`src/rtl/command_credit_scheduler_if.sv`:
```
// Command-line types and the scheduler's requester/command-slot interface.
// The package comes first so that the interface and the scheduler can both import it.
package command_credit_pkg;

  typedef enum logic [7:0] {
    INVALID    = 8'h00,
    RESTART    = 8'h01,
    READ_CL_NA = 8'h0A,
    WRITE_NA   = 8'h0D
  } command_t;

  typedef enum logic [2:0] {
    STRICT = 3'd0,
    ABORT  = 3'd1,
    PAGE   = 3'd2,
    PREF   = 3'd3,
    SPEC   = 3'd4
  } abt_t;

  typedef struct packed {
    logic        valid;
    logic [7:0]  cmd;
    command_t    command;
    logic [63:0] address;
    logic [11:0] size;
    abt_t        abt;
  } CommandBufferLine;

  localparam CommandBufferLine CMD_LINE_RESET = '{
    valid:   1'b0,
    cmd:     8'h00,
    command: INVALID,
    address: 64'h0,
    size:    12'h000,
    abt:     STRICT
  };

endpackage

interface command_credit_sched_if #(
  parameter int NUM_REQUESTS = 4
);
  import command_credit_pkg::*;

  CommandBufferLine        command_buffer_in [NUM_REQUESTS];
  logic [NUM_REQUESTS-1:0] requests;
  logic                    credit_return;
  CommandBufferLine        command_arbiter_out;
  logic [NUM_REQUESTS-1:0] ready;

  // Master is the requester/response side; slave is the scheduler.
  modport master (
    output command_buffer_in, requests, credit_return,
    input  command_arbiter_out, ready
  );

  modport slave (
    input  command_buffer_in, requests, credit_return,
    output command_arbiter_out, ready
  );

endinterface

```
`src/rtl/command_credit_scheduler.sv`:
```
// Credit-aware round-robin scheduler for the AFU command slot, with enable-driven start-up and drain.
// Optional issue counter: define CMD_SCHED_ISSUE_COUNT_EN to build issue_count, else it is tied to 0.
module command_credit_scheduler
  import command_credit_pkg::*;
#(
  parameter int NUM_REQUESTS = 4,
  parameter int CREDIT_W     = 8
) (
  input  logic                clock,
  input  logic                rstn,
  input  logic                enabled_in,
  input  logic [CREDIT_W-1:0] credits_init,
  command_credit_sched_if.slave cmd_if,
  output logic [CREDIT_W-1:0] credits_available,
  output logic [CREDIT_W-1:0] outstanding,
  output logic                credit_error,
  output logic                drained,
  output logic [31:0]         issue_count
);

  localparam int PTR_W = (NUM_REQUESTS > 1) ? $clog2(NUM_REQUESTS) : 1;

  typedef enum logic [1:0] {
    ST_IDLE,
    ST_INIT,
    ST_RUN,
    ST_DRAIN
  } state_t;

  state_t             r_state;
  state_t             w_state_next;
  logic               r_enabled;
  logic [PTR_W-1:0]   r_rr_ptr;
  logic [CREDIT_W-1:0] r_credits;
  logic [CREDIT_W-1:0] r_outstanding;
  logic               r_credit_error;
  CommandBufferLine   r_cmd_out;

  logic                    w_grant;
  logic [PTR_W-1:0]        w_winner;
  logic [NUM_REQUESTS-1:0] w_ready;
  logic                    w_return;
  logic [CREDIT_W-1:0]     w_credits_next;
  logic [CREDIT_W-1:0]     w_outstanding_next;

  function automatic logic [PTR_W-1:0] rr_index(input logic [PTR_W-1:0] base, input int off);
    int sum;
    sum = int'(base) + off;
    if (sum >= NUM_REQUESTS) sum = sum - NUM_REQUESTS;
    return PTR_W'(sum);
  endfunction

  // NOTE: pure synchronizer-style stage with no control meaning of its own, so it carries no reset.
  always_ff @(posedge clock) begin
    r_enabled <= enabled_in;
  end

  // NOTE: state is updated with non-blocking assignments so every register sees pre-edge values.
  always_ff @(posedge clock) begin
    if (!rstn) r_state <= ST_IDLE;
    else       r_state <= w_state_next;
  end

  // NOTE: every always_comb output gets a default first so no path can infer a latch.
  always_comb begin
    w_state_next = r_state;
    unique case (r_state)
      ST_IDLE:  if (r_enabled) w_state_next = ST_INIT;
      ST_INIT:  w_state_next = ST_RUN;
      ST_RUN:   if (!r_enabled) w_state_next = ST_DRAIN;
      ST_DRAIN: begin
        if (r_enabled)                w_state_next = ST_RUN;
        else if (r_outstanding == '0) w_state_next = ST_IDLE;
      end
      default:  w_state_next = ST_IDLE;
    endcase
  end

  always_comb begin
    w_grant  = 1'b0;
    w_winner = '0;
    w_ready  = '0;
    if (r_state == ST_RUN && r_credits != '0) begin
      for (int i = 0; i < NUM_REQUESTS; i++) begin
        if (!w_grant && cmd_if.requests[rr_index(r_rr_ptr, i)]) begin
          w_grant  = 1'b1;
          w_winner = rr_index(r_rr_ptr, i);
        end
      end
    end
    if (w_grant) w_ready[w_winner] = 1'b1;
  end

  // A return with nothing outstanding is flagged but never touches the counters.
  assign w_return = cmd_if.credit_return && (r_outstanding != '0);

  always_comb begin
    w_credits_next     = r_credits;
    w_outstanding_next = r_outstanding;
    unique case (r_state)
      ST_IDLE: begin
        if (w_return) w_outstanding_next = r_outstanding - CREDIT_W'(1);
      end
      ST_INIT: begin
        w_credits_next = credits_init;
        if (w_return) w_outstanding_next = r_outstanding - CREDIT_W'(1);
      end
      default: begin
        if (w_grant && !w_return) begin
          w_credits_next = r_credits - CREDIT_W'(1);
          if (r_outstanding != '1) w_outstanding_next = r_outstanding + CREDIT_W'(1);
        end else if (!w_grant && w_return) begin
          if (r_credits != '1) w_credits_next = r_credits + CREDIT_W'(1);
          w_outstanding_next = r_outstanding - CREDIT_W'(1);
        end
      end
    endcase
  end

  always_ff @(posedge clock) begin
    if (!rstn) begin
      r_credits      <= '0;
      r_outstanding  <= '0;
      r_rr_ptr       <= '0;
      r_credit_error <= 1'b0;
      r_cmd_out      <= CMD_LINE_RESET;
    end else begin
      r_credits     <= w_credits_next;
      r_outstanding <= w_outstanding_next;
      if (w_grant) r_rr_ptr <= rr_index(w_winner, 1);
      if (cmd_if.credit_return && r_outstanding == '0) r_credit_error <= 1'b1;
      r_cmd_out <= w_grant ? cmd_if.command_buffer_in[w_winner] : CMD_LINE_RESET;
    end
  end

`ifdef CMD_SCHED_ISSUE_COUNT_EN
  logic [31:0] r_issue_count;

  always_ff @(posedge clock) begin
    if (!rstn)                                               r_issue_count <= '0;
    else if (r_state == ST_IDLE && w_state_next == ST_INIT)  r_issue_count <= '0;
    else if (w_grant)                                        r_issue_count <= r_issue_count + 32'd1;
  end

  assign issue_count = r_issue_count;
`else
  assign issue_count = '0;
`endif

  assign cmd_if.ready               = w_ready;
  assign cmd_if.command_arbiter_out = r_cmd_out;
  assign credits_available          = r_credits;
  assign outstanding                = r_outstanding;
  assign credit_error               = r_credit_error;
  assign drained                    = (r_state == ST_IDLE) && (r_outstanding == '0);

endmodule

```
`src/flat_wrapper.sv`:
```
// flat-port wrapper written by rule: the top's interface ports become plain ports
module command_credit_scheduler_flat import command_credit_pkg::*;
#(
  parameter int NUM_REQUESTS = 4,
  parameter int CREDIT_W     = 8
)
  (clock, rstn, enabled_in, credits_init, credits_available, outstanding, credit_error, drained, issue_count, cmd_if_command_buffer_in, cmd_if_requests, cmd_if_credit_return, cmd_if_command_arbiter_out, cmd_if_ready);
  command_credit_sched_if #(.NUM_REQUESTS(NUM_REQUESTS)) cmd_if_i ();
  input  logic clock;
  input  logic rstn;
  input  logic enabled_in;
  input  logic [CREDIT_W-1:0] credits_init;
  output logic [CREDIT_W-1:0] credits_available;
  output logic [CREDIT_W-1:0] outstanding;
  output logic credit_error;
  output logic drained;
  output logic [31:0] issue_count;
  input wire logic [$bits(cmd_if_i.command_buffer_in)-1:0] cmd_if_command_buffer_in;
  input wire logic [$bits(cmd_if_i.requests)-1:0] cmd_if_requests;
  input wire logic [$bits(cmd_if_i.credit_return)-1:0] cmd_if_credit_return;
  output wire logic [$bits(cmd_if_i.command_arbiter_out)-1:0] cmd_if_command_arbiter_out;
  output wire logic [$bits(cmd_if_i.ready)-1:0] cmd_if_ready;
  assign cmd_if_i.command_buffer_in = {>>{cmd_if_command_buffer_in}};
  assign cmd_if_i.requests = cmd_if_requests;
  assign cmd_if_i.credit_return = cmd_if_credit_return;
  assign cmd_if_command_arbiter_out = cmd_if_i.command_arbiter_out;
  assign cmd_if_ready = cmd_if_i.ready;
  command_credit_scheduler #(.NUM_REQUESTS(NUM_REQUESTS), .CREDIT_W(CREDIT_W)) u_core (.clock(clock), .rstn(rstn), .enabled_in(enabled_in), .credits_init(credits_init), .cmd_if(cmd_if_i), .credits_available(credits_available), .outstanding(outstanding), .credit_error(credit_error), .drained(drained), .issue_count(issue_count));
endmodule
```
`config.mk`:
```
export PLATFORM = sky130hd
export DESIGN_NAME = command_credit_scheduler_flat
export DESIGN_NICKNAME = d
export VERILOG_FILES = /design/src/rtl/command_credit_scheduler_if.sv /design/src/rtl/command_credit_scheduler.sv /design/src/flat_wrapper.sv
export SDC_FILE = /design/constraint.sdc
export NUM_CORES = 1
export LEC_CHECK = 0
export ABC_AREA = 1
export BUFFER_PORTS_ARGS = -buffer_cell sky130_fd_sc_hd__clkbuf_2
export CAP_MARGIN = 25
export CORE_AREA = 10 10 203 205
export DETAILED_ROUTE_END_ITERATION = 10
export DIE_AREA = 0 0 213 215
export PLACE_DENSITY = 0.43
export SETUP_SLACK_MARGIN = 0.3
export SYNTH_ARGS = -nofsm -noshare
export SYNTH_HDL_FRONTEND = slang
export SYNTH_SLANG_ARGS = --single-unit
```
`constraint.sdc`:
```
create_clock -name clock -period 3.4 [get_ports clock]
set_input_delay 0.34 -clock clock [delete_from_list [all_inputs] [get_ports clock]]
set_output_delay 0.34 -clock clock [all_outputs]
set_load 0.03 [all_outputs]
```
# Word-level counts from Yosys, hierarchy flattened
# Cells that the tools add are included.
# classes
n_addsub	13
magnitude_cmp	12
n_reduce_logical	27
muxes	50
bitwise_logic	2
n_eq_ne	10
# ops
op	count
$bmux W96 S2	1
$mux W96	2
$mux W8	8
$mux W2	18
$add A8 B1 Y8 const B	2
$ne A8 B8 Y1 const B	2
$pmux W8 S2	1
$reduce_bool A8 Y1	2
$sub A8 B1 Y8 const B	2
$ge A3 B3 Y1 const B	5
$lt A2 B3 Y1 const B	5
$mux W1	13
$logic_and A1 B1 Y1	10
$sub A2 B1 Y2 const B	5
$reduce_and A3 Y1	3
$reduce_bool A3 Y1	3
$bmux W1 S2	4
$logic_not A8 Y1	1
$pmux W2 S4	1
$add A2 B1 Y3 const B	2
$add A2 B2 Y3 const B	2
$logic_not A1 Y1	5
$eq A2 B2 Y1 const B	2
$mux W4	1
other kinds (13)	14
# word_totals
register_bits	118
in_bits	400
wordCells	126

# Longest topological paths before layout
# logic_depth
word_depth	24
depth_mapped	22

# Least setup slack after synthesis
# No wires, ideal clock.
# synth_timing
path_kind	register to output
start	register u_core.r_credits[3] (netlist: u_core.credits_available[3])
end	output port cmd_if_ready[1]
t_arrival_ns	2.435
path_stages_with_launch	15
required_ns	3.060
path_slack_ns	0.625
cell_sequence	dfxtp_1 -> clkbuf_2 -> nor2_1 -> nand3_1 -> nor2_1 -> a21oi_4 -> nand2_4 -> inv_2 -> nand2_4 -> inv_4 -> buf_6 -> buf_2 -> ha_1 -> inv_1 -> nor2_1
# synth_via
elab_chain_len	8
elab_cells_between_ends	10
cone_classes	2 x order compare; 5 x mux; 3 x reduce/logical
# synth_rtl
element	line_no	rtl
start: declaration	command_credit_scheduler.sv:34	logic [CREDIT_W-1:0] r_credits;
start signal: assignment	command_credit_scheduler.sv:128	r_credits <= w_credits_next;
$reduce_bool A8 Y1 (*)	command_credit_scheduler.sv:83	if (r_state == ST_RUN && r_credits != '0) begin
$logic_and A1 B1 Y1 (*)	command_credit_scheduler.sv:83	
$mux W2	command_credit_scheduler.sv:83	
$lt A2 B3 Y1 (implied by the code) or $ge A2 B1 Y1 (tied branches)	command_credit_scheduler.sv:91	if (w_grant) w_ready[w_winner] = 1'b1;
$logic_and A1 B1 Y1 (implied by the code)	command_credit_scheduler.sv:91	
$mux W1 (implied by the code)	command_credit_scheduler.sv:91	
$demux W1 S2	-	
$mux W4 (*)	command_credit_scheduler.sv:91	
end: declaration	flat_wrapper.sv:22	output wire logic [$bits(cmd_if_i.ready)-1:0] cmd_if_ready;
# Mark *: on every way between the ends. The rest lies on a longest branch, timed or not.

# Worst setup path in the final report
# layout_timing
start	register u_core.r_credits[0] (netlist: u_core.credits_available[0])
end	output port cmd_if_ready[3]
# Same word-level chain as after synthesis.

==> out/results.ini <==
[grt]
grt_max_degree=103
grt_pass1_vias=9106
grt_overflow=0
grt_pass1_wl_mm=58.71
antenna_found_initial=6
grt_util_all_layers_pct=17.03

[floorplan]
start_util_pct=20.83
fp.dieH_um=215
core_area_um2=37220
ioPinCount=550
die_area_um2=45800
dieWidth_um=213
num_rows=71

[pwr]
p_leak_nw=5.621
ir_drop_mv=0.3383
powerDensity_nw_per_um2=492.7

[min_path]
hold_class=input pin to flip-flop
hold_depth=3
hold_path.startpoint=cmd_if_command_buffer_in[74]
worst_hold_path.endpoint=u_core.cmd_if.command_arbiter_out[74]

[synthesis]
yosysWarnings=0
ys_ff_latch=118
synth_compound_area_share_pct=31.88
synth_xor_area_share_pct=0.5486
synthCells=1079
synth-edff-count=0
synth_top_family_by_area=compound AO/OA/AOI/OAI gates
yosysTopAreaCell=dfxtp_1
synth_area_leaders=dfxtp_1, nand2_1, a211oi_2, a21oi_1, buf_4
synthAdderAreaFrac_pct=1.291
synth.cell_area_um2=7755
synth_common_cells=nand2_1, a21oi_1, dfxtp_1
yosys_most_used_dff=dfxtp_1
yosys.area_share.simple_pct=23.81
yosys.area.top_type_share_pct=30.46
synth_seq_area_share_pct=30.46
synth_cell_types=47
synth_most_common_cell=nand2_1
avgSynthCellArea_um2=7.187
async_reset_ff_share_pct=0
synthMuxAreaShare_pct=0

[clocking]
cts_buffers=17
htreeDepth=4
cts.sinks=118
clk_latency_ns=0.44
cts.clk_slew.worst_paths_ns=0.06
cts_tree=built
cts_max_path_buffers=2
cts_root_buf=clkbuf_16

[worst_setup_path]
critPathRequiredTime_ns=3.06
cp_max_fo=11
end_kind=primary output
worst-setup-path-type=flip-flop to primary output
critPathLaunchType=flip-flop
arrival_ns=2.56
reg2reg_slack_ns=0.70
reg2reg_from=u_core.credits_available[0]
rr_endpoint=u_core.credits_available[6]
rr_worst_depth=20

[final_layout]
finalNetCount=1964
final_cells=2046
drive_above_1_share_pct=43.81
num-fill-cells=4123
syn2layout_area_growth_pct=44.66

[sta]
period_minus_slack_ns=2.903
max_freq_mhz=344.4
worst_pin_slew_ns=0.5712
maxSlewViolCount=0
slew_headroom_pct=61.78
hold_viol_final=0
fin_tns_setup_ns=0
period_share_pct=85.39
skew_ns=0.006409
finalSetupViolations=0
rsz0062_at_grt=false

[routing]
vias=9164
wl_mm=40.80
ant_nets=0
via_per_inst=4.479
drtPass1Iterations=5
routedWlPerCell_um=19.94
drc=0
drtIter0Drc=622

[outcome]
status=complete, no violations

[placed_design]
dp.cells=2005
dp_hpwl_mm=32.71
place_congestion=0.8931
io_buffer_count=517

[job]
drv_cap=0

## cells by family (layout without fill, tap and decap cells)
group,count (synthesis),after routing
buf+inv,159,617
compound gates,342,342
other cells,1,36
simple gates,447,447
xor+xnor,4,4
flops,118,118
fa+ha+maj,8,8
## routing by layer
metal	up-vias	GRT usage [%]	wire length [um]
met4	4	5.713	884
met1	4150	18.97	15890
met5	-	0	34
met3	44	6.651	4118
li1	4545	-	-
met2	421	28.92	19870
## flip-flops by register name, summed over array words and instances, names as in the netlist
signal,cells
u_core.cmd_if.command_arbiter_out,96
u_core.credit_error,1
u_core.credits_available,8
u_core.outstanding,8
u_core.r_enabled,1
u_core.r_rr_ptr,2
u_core.r_state,2
## power by group
part | internal, mW | switching, mW | total, mW
clock | 1.17 | 0.718 | 1.88
combinational | 0.674 | 1.35 | 2.03
sequential | 1.51 | 0.110 | 1.62
total | 3.35 | 2.18 | 5.53
## what timing repair did
item,CTS,global route
setup endpoints to repair,4,2
endpoints found under the hold margin,1,0
pin swaps,1,3
resized for setup,4,5
buffers inserted,1,4
hold buffers,1,0
## final cells by class
type	count	area, um^2	area share [%]
tap	474	593.1	5.287
timing repair buffer	538	2853	25.43
multi-input combinational	833	4617	41.16
inverter	48	195.2	1.740
clock buffer	23	457.9	4.082
antenna	4	10.01	0.08923
sequential	118	2367	21.10
clock inverter	8	125.1	1.115
## placed cells by master (no fill, tap or decap), drive strengths merged
cell         netlist  final
clkbuf             5    540
nand2            368    368
a21oi            212    212
dfxtp            118    118
a211oi            97     97
inv               46     45
nor2              33     33
conb               1     32
nand3             26     26
o21ai             24     24
buf              106     20
nand4              9      9
ha                 8      8
clkinv             2      7
nor3               6      6
diode              0      4
bufinv             0      3
xor2               3      3
a31oi              3      3
o41ai              2      2
nor4               2      2
o211ai             2      2
or2                1      1
o21a               1      1
nor3b              1      1
xnor2              1      1
a221oi             1      1
nand3b             1      1
clkinvlp           0      1
dlygate4sd3        0      1
## how the worst max path moves through the flow
stage,cells past startpoint,endpoint,startpoint,slack (ns)
after CTS,14,cmd_if_ready[3],u_core.r_rr_ptr[0],0.31
after floorplan,14,cmd_if_ready[1],u_core.credits_available[3],0.62
after global placement,13,u_core.cmd_if.command_arbiter_out[88],u_core.r_rr_ptr[0],0.64
final,12,cmd_if_ready[3],u_core.credits_available[0],0.50
after global routing,15,cmd_if_ready[3],u_core.r_rr_ptr[0],0.31
after detailed placement,13,u_core.cmd_if.command_arbiter_out[72],u_core.r_rr_ptr[0],0.56
## stage by stage
stage	total power, mW	setup WS [ns]	instance area (um^2)	hold WS (ns)	util (%)
global route	5.873	0.3089	11210	0.1192	30.12
finish	5.527	0.4968	11220	0.1397	30.14
detailed placement	3.665	0.5621	10550	0.4485	28.35
CTS	5.617	0.3062	11160	0.1035	29.99
global placement	3.657	0.6366	10550	0.4457	28.35
floorplan	3.026	0.6247	7871	0.3677	-
## worst max-delay path, cell delays in order, from the launching register on
cell      delay, ns
dfxtp_1        0.51
inv_1          0.13
nand3_1        0.10
nor2_1         0.07
a21oi_4        0.27
nand2_4        0.14
inv_2          0.18
nand2_8        0.13
clkinv_8       0.12
ha_1           0.15
inv_1          0.04
nor2_1         0.09
clkbuf_4       0.19
Note: power is estimated with default switching activity, not from simulation.
